[src/rtl/cjg_ex_wb.sv]
// cjg_ex_wb: execute-to-writeback stage behind cjg_alu.
//
// Captures the ALU result and the c/n/v/z flags into a 2-entry skid buffer
// with a valid/ready handshake. Owns the status register (SR) and evaluates
// each instruction's condition code against it at accept time. Instructions
// whose condition fails are annulled (write enable forced low), but they still
// flow downstream so that ordering is preserved.
//
// Ports:
//   clk, reset                  clock (rising edge), async active-high reset
//   in_valid / in_ready         upstream handshake
//   in_result, in_c/n/v/z       ALU result and flags
//   in_rd, in_wr_en             destination register and write enable
//   in_flag_en                  instruction updates SR when it commits
//   in_cond                     4-bit condition code
//   out_valid / out_ready       writeback handshake
//   out_result, out_rd          payload of the head entry
//   out_wr_en, out_annul        write enable (0 if annulled), annul marker
//   sr_flags                    SR as {c,n,v,z}
//   sr_load, sr_load_data       software write of SR
//   scan_in0/scan_en/test_mode  DFT hooks, no functional effect
//   scan_out0                   DFT output, tied low until scan insertion
//
// State | meaning
// ------+-------------------------------------------
// EMPTY | no entry held, out_valid = 0
// ONE   | main register holds the head entry
// FULL  | main and skid registers both hold entries

module cjg_ex_wb #(
    parameter int WIDTH = 32,
    parameter int RA_W  = 5
) (
    input  logic             clk,
    input  logic             reset,
    input  logic             in_valid,
    output logic             in_ready,
    input  logic [WIDTH-1:0] in_result,
    input  logic             in_c,
    input  logic             in_n,
    input  logic             in_v,
    input  logic             in_z,
    input  logic [RA_W-1:0]  in_rd,
    input  logic             in_wr_en,
    input  logic             in_flag_en,
    input  logic [3:0]       in_cond,
    output logic             out_valid,
    input  logic             out_ready,
    output logic [WIDTH-1:0] out_result,
    output logic [RA_W-1:0]  out_rd,
    output logic             out_wr_en,
    output logic             out_annul,
    output logic [3:0]       sr_flags,
    input  logic             sr_load,
    input  logic [3:0]       sr_load_data,
    input  logic             scan_in0,
    input  logic             scan_en,
    input  logic             test_mode,
    output logic             scan_out0
);

    localparam logic [1:0] EMPTY = 2'd0;
    localparam logic [1:0] ONE   = 2'd1;
    localparam logic [1:0] FULL  = 2'd2;

    logic [1:0]       state;
    logic [3:0]       sr;

    logic [WIDTH-1:0] main_result;
    logic [RA_W-1:0]  main_rd;
    logic             main_wr_en;
    logic             main_annul;

    logic [WIDTH-1:0] skid_result;
    logic [RA_W-1:0]  skid_rd;
    logic             skid_wr_en;
    logic             skid_annul;

    logic             accept;
    logic             release_ok;
    logic             cond_pass;
    logic             new_wr_en;
    logic             new_annul;

    logic             sr_c, sr_n, sr_v, sr_z;

    logic             unused_dft;

    assign sr_c = sr[3];
    assign sr_n = sr[2];
    assign sr_v = sr[1];
    assign sr_z = sr[0];

    // in_ready depends on state only, so there is no path from out_ready.
    assign in_ready   = (state != FULL);
    assign out_valid  = (state != EMPTY);
    assign accept     = in_valid & in_ready;
    assign release_ok = out_valid & out_ready;

    always_comb begin
        cond_pass = 1'b0;
        case (in_cond)
            4'd0:    cond_pass = 1'b1;
            4'd1:    cond_pass = sr_z;
            4'd2:    cond_pass = ~sr_z;
            4'd3:    cond_pass = sr_c;
            4'd4:    cond_pass = ~sr_c;
            4'd5:    cond_pass = sr_n;
            4'd6:    cond_pass = ~sr_n;
            4'd7:    cond_pass = sr_v;
            4'd8:    cond_pass = ~sr_v;
            4'd9:    cond_pass = sr_c & ~sr_z;
            4'd10:   cond_pass = ~sr_c | sr_z;
            4'd11:   cond_pass = (sr_n == sr_v);
            4'd12:   cond_pass = (sr_n != sr_v);
            4'd13:   cond_pass = ~sr_z & (sr_n == sr_v);
            4'd14:   cond_pass = sr_z | (sr_n != sr_v);
            default: cond_pass = 1'b0;
        endcase
    end

    assign new_wr_en = in_wr_en & cond_pass;
    assign new_annul = ~cond_pass;

    // A committing flag-setting instruction takes priority over a software load.
    always_ff @(posedge clk or posedge reset) begin
        if (reset) begin
            sr <= 4'b0000;
        end else if (accept && cond_pass && in_flag_en) begin
            sr <= {in_c, in_n, in_v, in_z};
        end else if (sr_load) begin
            sr <= sr_load_data;
        end
    end

    always_ff @(posedge clk or posedge reset) begin
        if (reset) begin
            state       <= EMPTY;
            main_result <= '0;
            main_rd     <= '0;
            main_wr_en  <= 1'b0;
            main_annul  <= 1'b0;
            skid_result <= '0;
            skid_rd     <= '0;
            skid_wr_en  <= 1'b0;
            skid_annul  <= 1'b0;
        end else begin
            case (state)
                EMPTY: begin
                    if (accept) begin
                        main_result <= in_result;
                        main_rd     <= in_rd;
                        main_wr_en  <= new_wr_en;
                        main_annul  <= new_annul;
                        state       <= ONE;
                    end
                end
                ONE: begin
                    if (accept && release_ok) begin
                        main_result <= in_result;
                        main_rd     <= in_rd;
                        main_wr_en  <= new_wr_en;
                        main_annul  <= new_annul;
                    end else if (accept) begin
                        skid_result <= in_result;
                        skid_rd     <= in_rd;
                        skid_wr_en  <= new_wr_en;
                        skid_annul  <= new_annul;
                        state       <= FULL;
                    end else if (release_ok) begin
                        state <= EMPTY;
                    end
                end
                FULL: begin
                    if (release_ok) begin
                        main_result <= skid_result;
                        main_rd     <= skid_rd;
                        main_wr_en  <= skid_wr_en;
                        main_annul  <= skid_annul;
                        state       <= ONE;
                    end
                end
                default: state <= EMPTY;
            endcase
        end
    end

    assign out_result = main_result;
    assign out_rd     = main_rd;
    assign out_wr_en  = main_wr_en;
    assign out_annul  = main_annul;
    assign sr_flags   = sr;

    assign scan_out0  = 1'b0;
    assign unused_dft = ^{scan_in0, scan_en, test_mode};

endmodule

[config.mk]
export PLATFORM = sky130hd
export DESIGN_NAME = cjg_ex_wb
export DESIGN_NICKNAME = d
export VERILOG_FILES = /design/src/rtl/cjg_ex_wb.sv
export SDC_FILE = /design/constraint.sdc
export NUM_CORES = 1
export LEC_CHECK = 0
export BUFFER_PORTS_ARGS = -buffer_cell sky130_fd_sc_hd__buf_2
export CORE_ASPECT_RATIO = 0.8
export CORE_UTILIZATION = 55
export CTS_CLUSTER_DIAMETER = 150
export DETAILED_ROUTE_END_ITERATION = 10
export GPL_TIMING_DRIVEN = 0
export PLACE_DENSITY = 0.84
export SYNTH_ARGS = -nofsm -noshare
export SYNTH_HDL_FRONTEND = slang
export SYNTH_SLANG_ARGS = --single-unit
export TNS_END_PERCENT = 50
[constraint.sdc]
create_clock -name clk -period 7.7 [get_ports clk]
set_clock_uncertainty 0.15 [all_clocks]
set_input_delay 0.77 -clock clk [delete_from_list [all_inputs] [get_ports clk]]
set_output_delay 0.77 -clock clk [all_outputs]
set_load 0.005 [all_outputs]
-- Word level (Yosys, flattened, before mapping)
Index checks and enable logic that the tools add are counted.
- bitwise gates (word level): 13
- reductions and logical operators: 11
- multiplexer cells: 25
- eq/ne operators: 24
- operators with widths (kind ; count):
    $mux 32 ; 3
    $pmux 32 s3 ; 1
    $eq 4x4->1 const B ; 7
    $eq 4x3->1 const B ; 4
    $mux 5 ; 3
    $pmux 1 s15 ; 1
    $pmux 5 s3 ; 1
    $mux 2 ; 5
    $ne 2x2->1 const B ; 5
    $eq 4x2->1 const B ; 2
    $mux 4 ; 2
    $reduce_and 4->1 ; 2
    $mux 1 ; 6
    $not 1->1 ; 6
    $pmux 1 s3 ; 2
    $pmux 2 s3 ; 1
    $and 1x1->1 ; 5
    $eq 4x1->1 const B ; 1
    $logic_not 4->1 ; 1
    $reduce_bool 2->1 ; 2
    $logic_and 1x1->1 ; 3
    $ne 3x3->1 const B ; 1
    $reduce_and 3->1 ; 1
    $reduce_bool 3->1 ; 1
    other kinds (6) ; 7
- logic and storage cells: 83
- flip-flop bits (word level): 84
- input bits: 59
- output and inout bits: 46

-- Depth between registers and ports, before layout
Gate-level depths: netlist of the first run.
- depth after elaboration: 6
- mapped depth: 7
- mapped depth without buffers: 6

-- Least setup slack after synthesis of the first run
Ideal clock, no wire load.
- path kind: in2reg
- start: input port in_cond[1]
- end: register sr[0] (netlist: sr_flags[0])
- buffers on the path: 1
- path slack: 5.191 ns
- arrival: 2.234 ns
- cell stages on the path: 6
- library setup time: 0.125 ns
- data required time: 7.425 ns
- path through: buf_6 -> or3_1 -> a31oi_2 -> o31ai_2 -> or3_4 -> mux2_4
- longest elaborated chain between the ends: 5
- elaborated cells between the ends (all ways): 20
- those cells by class: 14 x eq/ne; 2 x mux; 4 x reduce/logical
- ends and longest elaborated chain (item ; line ; text):
    start: declaration ; 46 ; input logic [3:0] in_cond,
    $eq 4x4->1, or another cell as far along ; 102 ; case (in_cond)
    $pmux 1 s15 (*) ; 102 ;
    $logic_and 1x1->1 (*) (2 in a row) ; 129 ; end else if (accept && cond_pass && in_flag_en) begin
    $mux 4 or $reduce_bool 2->1 (tied branches) ; - ;
    end signal: assignment ; 130 ; sr <= {in_c, in_n, in_v, in_z};
    end signal: assignment ; 132 ; sr <= sr_load_data;
    end: declaration ; 67 ; logic [3:0] sr;
Every way passes the cells marked *; elsewhere a longest branch is shown, timed or not.
A chain may end at the register's enable or synchronous reset.

-- Final worst setup path of the first run
- start: register state[1]
- end: output port in_ready
- longest elaborated chain between the ends: 1
- ends and longest elaborated chain (item ; line ; text):
    start: declaration ; 66 ; logic [1:0] state;
    start signal: assignment ; 138 ; state <= EMPTY;
    start signal: assignment ; 155 ; state <= ONE;
    start signal: assignment ; 169 ; state <= FULL;
    $ne 2x2->1 ; 95 ; assign in_ready = (state != FULL);
    end: declaration ; 37 ; output logic in_ready,
No other way between the ends.

==> impl_metrics.csv, run 1 <==
group,metric,value,unit
yosys,netlist_top_cells_area,"dfrtp_1 (56%), nand2_1 (8.1%), mux2_2 (6.9%), a31oi_1 (6.2%), mux2_1 (6.0%)",
clock_tree,postCtsSetupBuffers,0,
outcome,run_status,"finished, final reports clean",
timing,setup_total_negative_slack,0,ps
yosys,synth.largest_area_cell,"dfrtp_1",
power_and_ir_drop,p_int,927,uW
clock_tree,insertion_delay,350,ps
clock_tree,numCtsBuffers,9,
grt,grt_remaining_overflow,0,
die,fp.dieArea,0.00715,mm2
detailed_routing,ant_nets,0,
detailed_routing,detailedRoute.firstPassIterationCount,4,
setup_path,cp_data_arrival_time,1760,ps
cells_and_area,final_cell_area,0.00456,mm2
min_path,hold_class,"in2async",
cells_and_area,post_route_cells_drive_above_1_share,31.6,%
detailed_routing,drt_first_iter_violations,133,
yosys,synth_most_common_cell,"dfrtp_1",
yosys,synth_top_cells_by_count,"dfrtp_1 (84), nand2_1 (81), nor2_1 (41)",
timing,worst-slew-pin-transition,617,ps
detailed_routing,drcViolationCount,0,
yosys,synth_seq_area_share,56.1,%
power_and_ir_drop,worst_ir_drop_vdd,199,uV
timing,maxSlewViolCount,0,
grt,via_count_of_the_first_global_routing_pass,2894,
die,i_o_pin_cnt,105,
clock_tree,cts-hold-fix-buffers,0,
setup_path,path_max_fanout,10,
die,placementRows,26,
timing,finalHoldViolCount,0,
clock_tree,clkTransAtPathRegs,80,ps
cells_and_area,layout.nets,529,
power_and_ir_drop,power.net_switching,406,uW
clock_tree,cts.sink_count,84,
yosys,syn-instance-count,359,
detailed_routing,via_count,3025,
setup_path,cpMaxStageDelayCell,"dfrtp_1",
timing,finalCriticalPeriod,2680,ps
setup_path,critPathBufInv,3,
die,floorplan.die.height,75.8,um
clock_tree,clk_root_buffer_cell,"clkbuf_8",
clock_tree,cts_tree,"built",
power_and_ir_drop,power_density,292,mW/mm2
setup_path,critical_path_startpoint_category,"register",
yosys,post_synth_num_cell_types,40,
place,hpwl,5940,um
yosys,synth-async-reset-ratio,100,%
setup_path,cp_top_family,"buffers and inverters",
yosys,synth_top_cell_area_share,56.1,%
grt,maximum_number_of_pins_on_one_net_before_global_route_repair,49,
power_and_ir_drop,power.switching_fraction,30.5,%
timing,fmaxAchievable,373,MHz
clock_tree,cts.htree.levels,3,
cells_and_area,area.growth.synth_to_final,21.7,%
yosys,postSynth.topFlopCell,"dfrtp_1",
die,initial_utilization,57.9,%
power_and_ir_drop,leakage_power_figure,2.11,nW
clock_tree,resized_cells_post_cts,0,
power_and_ir_drop,clkPwrFrac,22.2,%
yosys,summed_instance_area_of_the_synthesized_netlist,0.00375,mm2
setup_path,critPathCaptureType,"output pin",
place,buffer_ports.inserted,99,
clock_tree,clock_path_buffers,2,
timing,timing.max_slew.rel_slack,58.9,%
grt,grt_first_pass_wirelength,13600,um
setup_path,cp.required,6780,ps
setup_path,worstSetupPathType,"reg2out",
cells_and_area,antenna-diode-count,0,
die,core,0.00647,mm2
die,die-width,94.3,um
timing,min_period_over_period,34.9,%
yosys,synth_edf_count,0,
yosys,syn_nets,418,
setup_path,worst-path-stages,4,
power_and_ir_drop,power.combinational.fraction,26.7,%
timing,unrepaired_setup_endpoints_after_global_routing,"false",
yosys,ys.warnings.count,0,
detailed_routing,route.detailed.wl_per_inst,15.1,um
run,count_of_max_cap_constraint_violations,0,
place,finalWeightedCongestion,0.775,
timing,setup_viol,0,
setup_path,path_cells,"nor2b_1 -> inv_1 -> clkbuf_1 -> buf_2",
setup_path,peak_per_stage_delay_on_the_critical_path,430,ps
detailed_routing,final_routed_wirelength_across_all_metal_layers,8410,um
grt,grtUsageTotal,25.3,%
power_and_ir_drop,pwr-share-seq,51.1,%
place,detailed_place.area,0.00438,mm2
setup_path,rrSetupSlack,5280,ps
grt,grt_antenna_before_repair,0,
setup_path,r2r_cells,5,
yosys,avgSynthCellArea,10.4,um2
yosys,ffs_latches_synth,84,
detailed_routing,avgViaCountPerCell,5.42,
cells_and_area,final_layout_fill_cell_count,514,
## placed cells by master (no fill, tap or decap), types with 2 or more instances in the layout
cell type	instances
nor2b_1	4
clkbuf_1	17
mux2_2	23
buf_2	101
dfrtp_1	84
clkbuf_8	9
mux2_4	4
o21ai_1	3
buf_1	3
o22ai_1	3
nand2b_1	4
a31oi_1	37
mux2i_1	2
nand2_1	81
clkinv_2	3
a21oi_1	2
nor2_1	41
o21ai_0	3
inv_1	4
mux2_1	20
## layer usage
layer  track usage (%)  share of wire, %  routed length (um)  vias up
met5                 0                 0                   0        -
met4              7.01              0.78                  66        0
met3              6.59               7.0                 590        8
met2              41.5                48                4060      109
met1              33.7                44                3700     1456
li1                  -                 -                   -     1452
## cell families (layout without fill, tap and decap cells)
family	after synthesis	count (layout)	share of synthesized area [%]
and+or+nand+nor	140	140	15.6
other	1	1	0.100
buffers and inverters	28	143	3.17
muxes	49	49	15.1
DFF	84	84	56.1
AOI/OAI and AO/OA	56	56	9.75
xor gates and xnor gates	1	1	0.234
## worst paths after layout
path	endpoint	from
max	in_ready	state[1]
min	out_result[19]	reset
max reg2reg	skid_annul	state[1]
min reg2reg	skid_result[29]	skid_result[29]
max in group asynchronous	out_result[16]	reset
min in group clk	skid_result[29]	skid_result[29]
## flip-flops by register name, indices dropped and copies added, names as in the netlist
signal,count
out_result,32
out_wr_en,1
sr_flags,4
out_annul,1
skid_wr_en,1
skid_rd,5
skid_result,32
out_rd,5
skid_annul,1
state,2
## power by group through the flow
stage,Sequential [mW],Combinational (mW),Clock (mW)
global placement,0.678,0.342,0
finish,0.680,0.356,0.296
CTS,0.680,0.361,0.303
global route,0.700,0.399,0.317
floorplan,0.679,0.214,0
detailed placement,0.687,0.360,0
## through the flow
stage	setup slack [ps]	util (%)	hold slack [ps]	std cells	power [mW]
after floorplan	4610	-	308	359	0.892
after global placement	3670	67.1	317	542	1.02
after detailed placement	4800	67.6	325	543	1.05
after CTS	5000	70.4	308	558	1.34
after global routing	4820	70.4	337	558	1.42
final	5020	70.4	298	558	1.33
## area by class of cell
type / count / area, um2 / share of cell area, %
buffer: 23 / 100 / 2.20
multi-input combinational: 247 / 1530 / 33.5
clock inverter: 5 / 53.8 / 1.18
timing repair buffer: 100 / 523 / 11.5
inverter: 5 / 21.3 / 0.467
clock buffer: 10 / 128 / 2.80
tap: 84 / 105 / 2.31
sequential: 84 / 2100 / 46.1
## worst reg2reg max path, stage by stage (launching register included)
cell and delay (ps):
dfrtp_1 440, nand2b_1 220, nor2_1 230, buf_1 520
buf_2 390, mux2_2 370
Note: power is estimated with default switching activity, not from simulation.
==> run 2, diff against run 1 <==
- CORE_UTILIZATION: 55 -> 52
- PLACE_DENSITY: 0.84 -> 0.8
- clock period: 7.7 -> 2.75 ns (I/O delays scaled with it)
==> impl_metrics.csv, run 2 (synthesized netlist as in run 1, its figures left out) <==
group,metric,value,unit
clock_tree,numCtsBuffers,9,
power_and_ir_drop,power.total,3.77,mW
grt,grt_antenna_before_repair,0,
cells_and_area,layout_commonest_cell,"buf_2",
place,detailed_place.area,0.00437,mm2
cells_and_area,finalCoreUtilization,68.9,%
clock_tree,clock_path_buffers,2,
timing,fin_worst_hold_slack,14.0,ps
detailed_routing,avgViaCountPerCell,5.32,
die,i_o_pin_cnt,105,
clock_tree,clkTransAtPathRegs,80,ps
min_path,hold_class,"in2reg",
setup_path,cp.required,2830,ps
cells_and_area,layout.nets,550,
timing,fmaxAchievable,384,MHz
power_and_ir_drop,leakage_power_figure,2.19,nW
detailed_routing,via_count,3104,
cells_and_area,post_route_cells_drive_above_1_share,30.4,%
setup_path,path_max_fanout,10,
timing,min_period_over_period,94.7,%
cells_and_area,final_cell_area,0.00477,mm2
timing,setup_viol,0,
detailed_routing,final_routed_wirelength_across_all_metal_layers,8690,um
power_and_ir_drop,power.switching_fraction,30.5,%
clock_tree,cts_tree,"built",
cells_and_area,antenna-diode-count,0,
cells_and_area,multi_input_area,0.00153,mm2
grt,maximum_number_of_pins_on_one_net_before_global_route_repair,44,
power_and_ir_drop,pwr-share-seq,50.6,%
power_and_ir_drop,p_int,2.62,mW
clock_tree,postCtsSetupBuffers,0,
timing,timing.max_slew.rel_slack,59.5,%
die,floorplan.die.height,77.9,um
cells_and_area,register_area,0.00210,mm2
cells_and_area,area.growth.synth_to_final,27.4,%
setup_path,critPathCaptureType,"register",
setup_path,critical_path_startpoint_category,"primary input",
detailed_routing,drt_first_iter_violations,148,
power_and_ir_drop,clkPwrFrac,22.5,%
die,initial_utilization,54.1,%
place,buffer_ports.inserted,99,
grt,grt_remaining_overflow,0,
cells_and_area,layout_common_cells,"buf_2 (101), dfrtp_1 (84), nand2_1 (81)",
power_and_ir_drop,power.net_switching,1.15,mW
detailed_routing,drcViolationCount,0,
timing,unrepaired_setup_endpoints_after_global_routing,"false",
power_and_ir_drop,worst_ir_drop_vdd,461,uV
clock_tree,insertion_delay,350,ps
power_and_ir_drop,power.combinational.fraction,26.9,%
clock_tree,cts.sink_count,84,
outcome,run_status,"finished, final reports clean",
place,hpwl,6040,um
grt,grt_first_pass_wirelength,14600,um
clock_tree,clk_root_buffer_cell,"clkbuf_8",
detailed_routing,ant_nets,0,
timing,finalCriticalPeriod,2600,ps
grt,via_count_of_the_first_global_routing_pass,3014,
timing,maxSlewViolCount,0,
detailed_routing,detailedRoute.firstPassIterationCount,5,
power_and_ir_drop,power_density,790,mW/mm2
cells_and_area,final_layout_fill_cell_count,523,
timing,setup_slack,146,ps
place,preCtsSetupSlack,325,ps
run,count_of_max_cap_constraint_violations,0,
setup_path,worstSetupPathType,"in2reg",
die,fp.dieArea,0.00755,mm2
timing,finalHoldViolCount,0,
clock_tree,cts.htree.levels,3,
timing,worst-slew-pin-transition,607,ps
detailed_routing,route.detailed.wl_per_inst,14.9,um
place,finalWeightedCongestion,0.744,
die,placementRows,27,
die,die-width,96.9,um
grt,grtUsageTotal,24.8,%
die,core,0.00693,mm2
setup_path,cp_data_arrival_time,2680,ps
[run 2: changes by cell type in the layout (fill, tap and decap cells not counted)]
cell           previous run  this run
buf_12                    0         1
buf_16                    1         0
clkbuf_1                 17        18
clkbuf_2                  0         1
clkinv_2                  3         1
clkinv_4                  1         0
clkinvlp_4                0         2
dlygate4sd3_1             0        21
o21ai_1                   3         2
o21ai_2                   0         1
[run 2: worst paths after layout]
check / to / depth (start not counted) / slack, ps / startpoint
worst min register to register: skid_result[29] / 1 / 340 / skid_result[29]
worst min-delay path: skid_result[30] / 2 / 10 / in_result[30]
worst max-delay path: skid_rd[3] / 7 / 150 / out_ready
min in group asynchronous: out_result[18] / 3 / 370 / reset
max in group asynchronous: out_result[3] / 4 / 1470 / reset
worst max register to register: skid_rd[3] / 5 / 350 / state[1]
[run 2: cell type report]
cell class | count | area share, %
sequential | 84 | 44.0
multi-input combinational | 247 | 32.0
timing repair buffer | 121 | 15.2
clock buffer | 12 | 2.83
tap | 87 | 2.28
buffer | 23 | 2.12
clock inverter | 4 | 1.05
inverter | 5 | 0.446
[run 2: metal layers]
metal / GRT usage [%] / part of all wire (%)
met1: 33.1 / 43
met2: 40.4 / 49
met3: 6.58 / 6.6
met4: 6.72 / 0.93
met5: 0 / 0
[run 2: power by group through the flow]
stage | Sequential (mW) | Clock, mW | Combinational [mW]
after floorplan | 1.90 | 0 | 0.599
after global placement | 1.90 | 0 | 0.960
after detailed placement | 1.93 | 0 | 1.00
after CTS | 1.91 | 0.867 | 1.03
after global routing | 1.97 | 0.917 | 1.14
final | 1.91 | 0.847 | 1.01
[run 2: timing repair]
action / 4_1_cts / 5_1_grt
endpoints found under the hold margin: 60 / 1
gates resized for setup: 0 / 3
setup endpoints to repair: 0 / 20
hold buffers: 20 / 1
[run 2: critical path: stages]
cell           delay (ps)
dlygate4sd3_1         550
buf_2                 150
nand2b_1              220
nor2_1                240
buf_1                 500
buf_2                 380
mux2_1                360
[run 2: per-stage QoR]
stage | cells | setup TNS, ps
detailed placement | 546 | 0
CTS | 582 | 0
global route | 583 | 0
finish | 583 | 0
floorplan | 359 | 0
global placement | 545 | -68690
